$ cat src/rtl/quad_gen_pkg.sv
// Shared types and constants for the quadrature step generator.
// Phase codes are packed as {A, B}.
package quad_gen_pkg;

    typedef enum logic [0:0] {
        IDLE = 1'b0,
        RUN  = 1'b1
    } state_t;

    localparam logic [1:0] PHASE_00 = 2'b00;
    localparam logic [1:0] PHASE_10 = 2'b10;
    localparam logic [1:0] PHASE_11 = 2'b11;
    localparam logic [1:0] PHASE_01 = 2'b01;

    localparam logic [31:0] RESET_POSITION = 32'h0000_8000;

    // Forward walks 00->10->11->01->00; reverse walks the same ring backwards.
    function automatic logic [1:0] next_phase(input logic [1:0] phase, input logic dir);
        logic [1:0] result;
        result = phase;
        if (dir) begin
            case (phase)
                PHASE_00: result = PHASE_10;
                PHASE_10: result = PHASE_11;
                PHASE_11: result = PHASE_01;
                default:  result = PHASE_00;
            endcase
        end else begin
            case (phase)
                PHASE_00: result = PHASE_01;
                PHASE_01: result = PHASE_11;
                PHASE_11: result = PHASE_10;
                default:  result = PHASE_00;
            endcase
        end
        return result;
    endfunction

endpackage

$ cat src/rtl/quad_gen_tick.sv
// Edge-period divider: counts enabled cycles and pulses tick on the last
// cycle of each period, restarting from zero.
module quad_gen_tick #(
    parameter int PERIOD_W = 16
) (
    input  logic                clk,
    input  logic                resetn,
    input  logic [PERIOD_W-1:0] period,
    input  logic                enable,
    input  logic                clear,
    output logic                tick
);

    logic [PERIOD_W-1:0] count;

    // period is never zero here; the caller substitutes 1 when latching.
    assign tick = enable && (count == period - PERIOD_W'(1));

    always_ff @(posedge clk) begin
        if (!resetn) begin
            count <= '0;
        end else if (clear || tick) begin
            count <= '0;
        end else if (enable) begin
            count <= count + PERIOD_W'(1);
        end
    end

endmodule

$ cat src/rtl/quad_gen.sv
// Quadrature step generator: emits cmd_steps A/B edges spaced cmd_period
// clocks apart and keeps a signed running tally of emitted edges.
module quad_gen
    import quad_gen_pkg::*;
#(
    parameter int PERIOD_W = 16,
    parameter int STEP_W   = 16
) (
    input  logic                clk,
    input  logic                resetn,
    input  logic                cmd_valid,
    output logic                cmd_ready,
    input  logic                cmd_dir,
    input  logic [STEP_W-1:0]   cmd_steps,
    input  logic [PERIOD_W-1:0] cmd_period,
    input  logic                abort,
    output logic                quadA,
    output logic                quadB,
    output logic                busy,
    output logic                done,
    output logic signed [31:0]  position
);

    state_t              state;
    state_t              state_next;
    logic                dir;
    logic [PERIOD_W-1:0] period;
    logic [STEP_W-1:0]   remaining;
    logic [1:0]          phase;
    logic                accept;
    logic                running;
    logic                tick;
    logic                last_edge;

    assign accept    = cmd_valid && cmd_ready;
    assign running   = (state == RUN);
    assign last_edge = tick && (remaining == STEP_W'(1));

    // Abort gates the divider enable, so an abort coinciding with the
    // final divider count suppresses that edge.
    quad_gen_tick #(
        .PERIOD_W (PERIOD_W)
    ) u_tick (
        .clk    (clk),
        .resetn (resetn),
        .period (period),
        .enable (running && !abort),
        .clear  (!running),
        .tick   (tick)
    );

    // NOTE: state elements use non-blocking assignment so every register
    // samples pre-edge values regardless of process evaluation order.
    always_ff @(posedge clk) begin
        if (!resetn) begin
            state <= IDLE;
        end else begin
            state <= state_next;
        end
    end

    // NOTE: the default assignment at the top of each always_comb keeps
    // every path assigned, so no latch is inferred.
    always_comb begin
        state_next = state;
        case (state)
            IDLE: begin
                if (accept && (cmd_steps != '0)) begin
                    state_next = RUN;
                end
            end
            RUN: begin
                if (abort || last_edge) begin
                    state_next = IDLE;
                end
            end
            default: state_next = IDLE;
        endcase
    end

    always_comb begin
        cmd_ready = (state == IDLE) && resetn;
        busy      = (state == RUN);
    end

    always_ff @(posedge clk) begin
        if (!resetn) begin
            dir       <= 1'b1;
            period    <= PERIOD_W'(1);
            remaining <= '0;
            phase     <= PHASE_00;
            position  <= RESET_POSITION;
            done      <= 1'b0;
        end else begin
            done <= 1'b0;
            if (accept) begin
                dir       <= cmd_dir;
                period    <= (cmd_period == '0) ? PERIOD_W'(1) : cmd_period;
                remaining <= cmd_steps;
                if (cmd_steps == '0) begin
                    done <= 1'b1;
                end
            end
            if (running) begin
                if (abort) begin
                    done <= 1'b1;
                end else if (tick) begin
                    phase     <= next_phase(phase, dir);
                    position  <= dir ? position + 32'sd1 : position - 32'sd1;
                    remaining <= remaining - STEP_W'(1);
                    if (last_edge) begin
                        done <= 1'b1;
                    end
                end
            end
        end
    end

    assign quadA = phase[1];
    assign quadB = phase[0];

endmodule

$ cat config.mk
export PLATFORM = sky130hd
export DESIGN_NAME = quad_gen
export DESIGN_NICKNAME = d
export VERILOG_FILES = /design/src/rtl/quad_gen_pkg.sv /design/src/rtl/quad_gen_tick.sv /design/src/rtl/quad_gen.sv
export SDC_FILE = /design/constraint.sdc
export NUM_CORES = 1
export LEC_CHECK = 0
export CORE_ASPECT_RATIO = 1.1
export CORE_UTILIZATION = 40
export DETAILED_ROUTE_END_ITERATION = 10
export DONT_BUFFER_PORTS = 1
export SYNTH_ARGS = -nofsm -noshare
export SYNTH_HDL_FRONTEND = slang
export SYNTH_SLANG_ARGS = --single-unit
$ cat constraint.sdc
create_clock -name clk -period 10.78 [get_ports clk]
set_clock_uncertainty 0.1 [all_clocks]
set_input_delay 0.539 -clock clk [delete_from_list [all_inputs] [get_ports clk]]
set_output_delay 0.539 -clock clk [all_outputs]
set_load 0.01 [all_outputs]
==> results.md <==
* Diode count at 0
* Drt wl/cell at 15.9 um
* Peak VDD IR at 68.9 uV
* Nets at 791
* GRT met3 Usage at 0.0541
* Routing usage on met1 at 0.243
* Async set or reset register ratio after synthesis at 0
* Final Cell Area at 6150 um2
* Share of layout cells above drive strength 1 at 0.0525
* CTS sink count at 85
* Top Ports at 74
* Worst Hold Launch: cmd_period[11]
* Ys Warns at 0
* Post-CTS Hold Buffers at 0
* Mapped Area at 5740 um2
* Reg clk slew, reported paths at 0.07 ns
* Min Tclk post-route at 4.00 ns
* Switching share of power at 0.284
* Kind of critical path: reg -> reg
* Clock buffer depth at 2
* Worst hold path depth at 2
* Post-CTS sizing at 0
* Yosys reg bits at 85
* Pin count of the biggest net entering global routing at 48
* Status: complete, no violations
* Core Area at 13,900 um2
* Max-Cap Viols at 0
* Routed via count at 5,217
* Height of the die at 128 um
* Hold WC Path Type: in -> reg
* Post-Syn Instances at 737
* Routed wire length at 14,500 um
* R2R depth at 12
* Floorplan row count at 45
* Post-CTS setup buffer count at 0
* Most used routing layer: met2
* Area leader, netlist: dfxtp_1
* CTS buffer count at 9
* DP Area at 5850 um2
* Synth top cells by count: nor2_1, dfxtp_1, a21oi_1
* Met2 usage at 0.346
* Crit-path max FO at 19
* Die Width at 116 um
* FF-to-FF Start: dir$_SDFFE_PN1P_
* DRT Pass-1 Iters at 5
* Final setup TNS at 0 ns
* Avg Inst Size Synth at 7.78 um2
* Total gr overflow at 0
* Count leader, synth: nor2_1
* Max Clk Rate at 250 MHz
* Initial antenna violation count at 0
* Count of different cell masters after synthesis at 72
* Vias in the first global route at 5,009
* Area contributors post-synth: dfxtp_1, ha_1, nor2_1, a21oi_1, nand2_1
* Net Sw Power at 0.217 mW
* Power Dens Cells at 124 nW/um2
* WHS Endpoint: period[11]$_SDFFE_PN0P_
* Worst path required time at 10.95 ns
* Overall routing resource usage at 0.205
* ANT nets after route at 0
* CP arrival at 4.17 ns
* Util after Layout at 0.442
* Vias per inst at 5.72
* R2r setup slk at 6.78 ns
* Root buf cell: clkbuf_16
* Critical path endpoint category: flip-flop
* Die Footprint at 14,800 um2
* Initial Util at 0.412
* DRT iter0 DRCs at 309
* Sequential share of power at 0.443
* Max H-tree Level at 3
* Layout area overhead at 7.24%
* HPWL Detailed at 10,600 um
* Pleak at 2.30 nW
* Clock power share at 0.416
* Most common flop cell mapped by yosys: dfxtp_1
* Hold Vio Cnt, Final at 0
* Skew-Pair Late Insertion Delay at 0.35 ns
* Share of the synthesized area in the top cell type at 0.297
* Max-slew violations at 0
* R2r endpoint: position[30]$_SDFFE_PN0P_
* Final setup viols at 0
* Combinational power share at 0.141
* Syn_nets at 809
* CTS tree: done
* Period utilization at 0.371
* RSZ-0062 raised after global routing: no
* P_int at 0.546 mW
* Count of input and output buffers at 0
* Least-Margin Pin Slew at 0.897 ns
* CP startpoint kind: flip-flop
* Wire length of the first global-routing pass at 24,000 um
* Drt drc at 0
* Max-slew headroom at 0.402
* Gpl congestion at 0.896
* Post-synthesis sequential area ratio at 0.297
* EDFF count, synth at 0
per-layer routing:
metal,share of wire,vias to the layer above
met5,0,-
met3,0.060,31
met4,0.025,0
met2,0.48,121
li1,-,2622
met1,0.43,2443
worst max-delay path: stages (launching register included):
cell	delay, ns
dfxtp_1	0.36
inv_1	0.50
buf_4	0.36
ha_1	0.34
and3_1	0.23
and2_1	0.19
a22o_1	0.20
a2111oi_1	0.51
o31ai_1	0.18
a2111oi_0	0.54
nor3_1	0.09
nand3b_1	0.17
a21oi_1	0.15
kinds of logic (layout without fill, tap and decap cells):
family                     after synthesis  in the layout  synth area share
AOI/OAI and AO/OA                      199            199             0.217
xor gates and xnor gates                58             58            0.0886
DFF                                     85             85             0.297
adders and majority gates               35             35            0.0777
muxes                                   18             18            0.0316
buffers and inverters                   49             36            0.0375
and+or+nand+nor                        293            293             0.251
cells in the final DEF, fill, tap and decap left out, types with 9 or more instances in the layout:
master     instances
mux2i_1           17
a21o_1            13
nor2_1           104
nor4_1            12
dfxtp_1           85
ha_1              34
nand3_1           24
inv_1             16
xor2_1            29
clkbuf_16          9
nor3_1            16
nand4_1           13
a21oi_1           73
o21ai_0           46
xnor2_1           29
nand2_1           69
worst max path at each step:
stage,end,cells after the start,from,slack [ns]
after CTS,position[30]$_SDFFE_PN0P_,12,dir$_SDFFE_PN1P_,6.74
after detailed placement,position[30]$_SDFFE_PN0P_,12,dir$_SDFFE_PN1P_,6.78
after global placement,position[30]$_SDFFE_PN0P_,12,dir$_SDFFE_PN1P_,6.91
after floorplan,position[30]$_SDFFE_PN0P_,11,dir$_SDFFE_PN1P_,7.14
after global routing,position[31]$_SDFFE_PN0P_,12,dir$_SDFFE_PN1P_,6.41
final,position[30]$_SDFFE_PN0P_,12,dir$_SDFFE_PN1P_,6.78
power groups by stage:
stage	sequential, mW	combinational [mW]	clock (mW)
3_3_place_gp	0.344	0.103	0
6_report	0.338	0.108	0.317
3_5_place_dp	0.345	0.107	0
5_1_grt	0.339	0.121	0.339
2_1_floorplan	0.340	0.0906	0
4_1_cts	0.338	0.108	0.325
through the flow:
stage | power (mW) | hold WS (ns) | cells | setup slack [ns]
4_1_cts | 0.770 | 0.187 | 912 | 6.74
3_3_place_gp | 0.448 | 0.362 | 896 | 6.91
5_1_grt | 0.799 | 0.197 | 912 | 6.41
6_report | 0.763 | 0.200 | 912 | 6.78
3_5_place_dp | 0.451 | 0.370 | 896 | 6.78
2_1_floorplan | 0.431 | 0.346 | 737 | 7.14
state kept, by name (all words and copies together), names as in the netlist:
name and flops:
period 16, busy 1, remaining 16, dir 1, position 32, u_tick.count 16
done 1, phase 2
area by class of cell:
cell class | instances | area (um2)
Clock buffer | 10 | 229
Fill cell | 1428 | 7760
Clock inverter | 6 | 70.1
Inverter | 16 | 60.1
Tap cell | 188 | 235
Timing Repair Buffer | 4 | 30.0
Multi-Input combinational cell | 603 | 3820
Sequential cell | 85 | 1700
(Power assumes the default switching activity.)
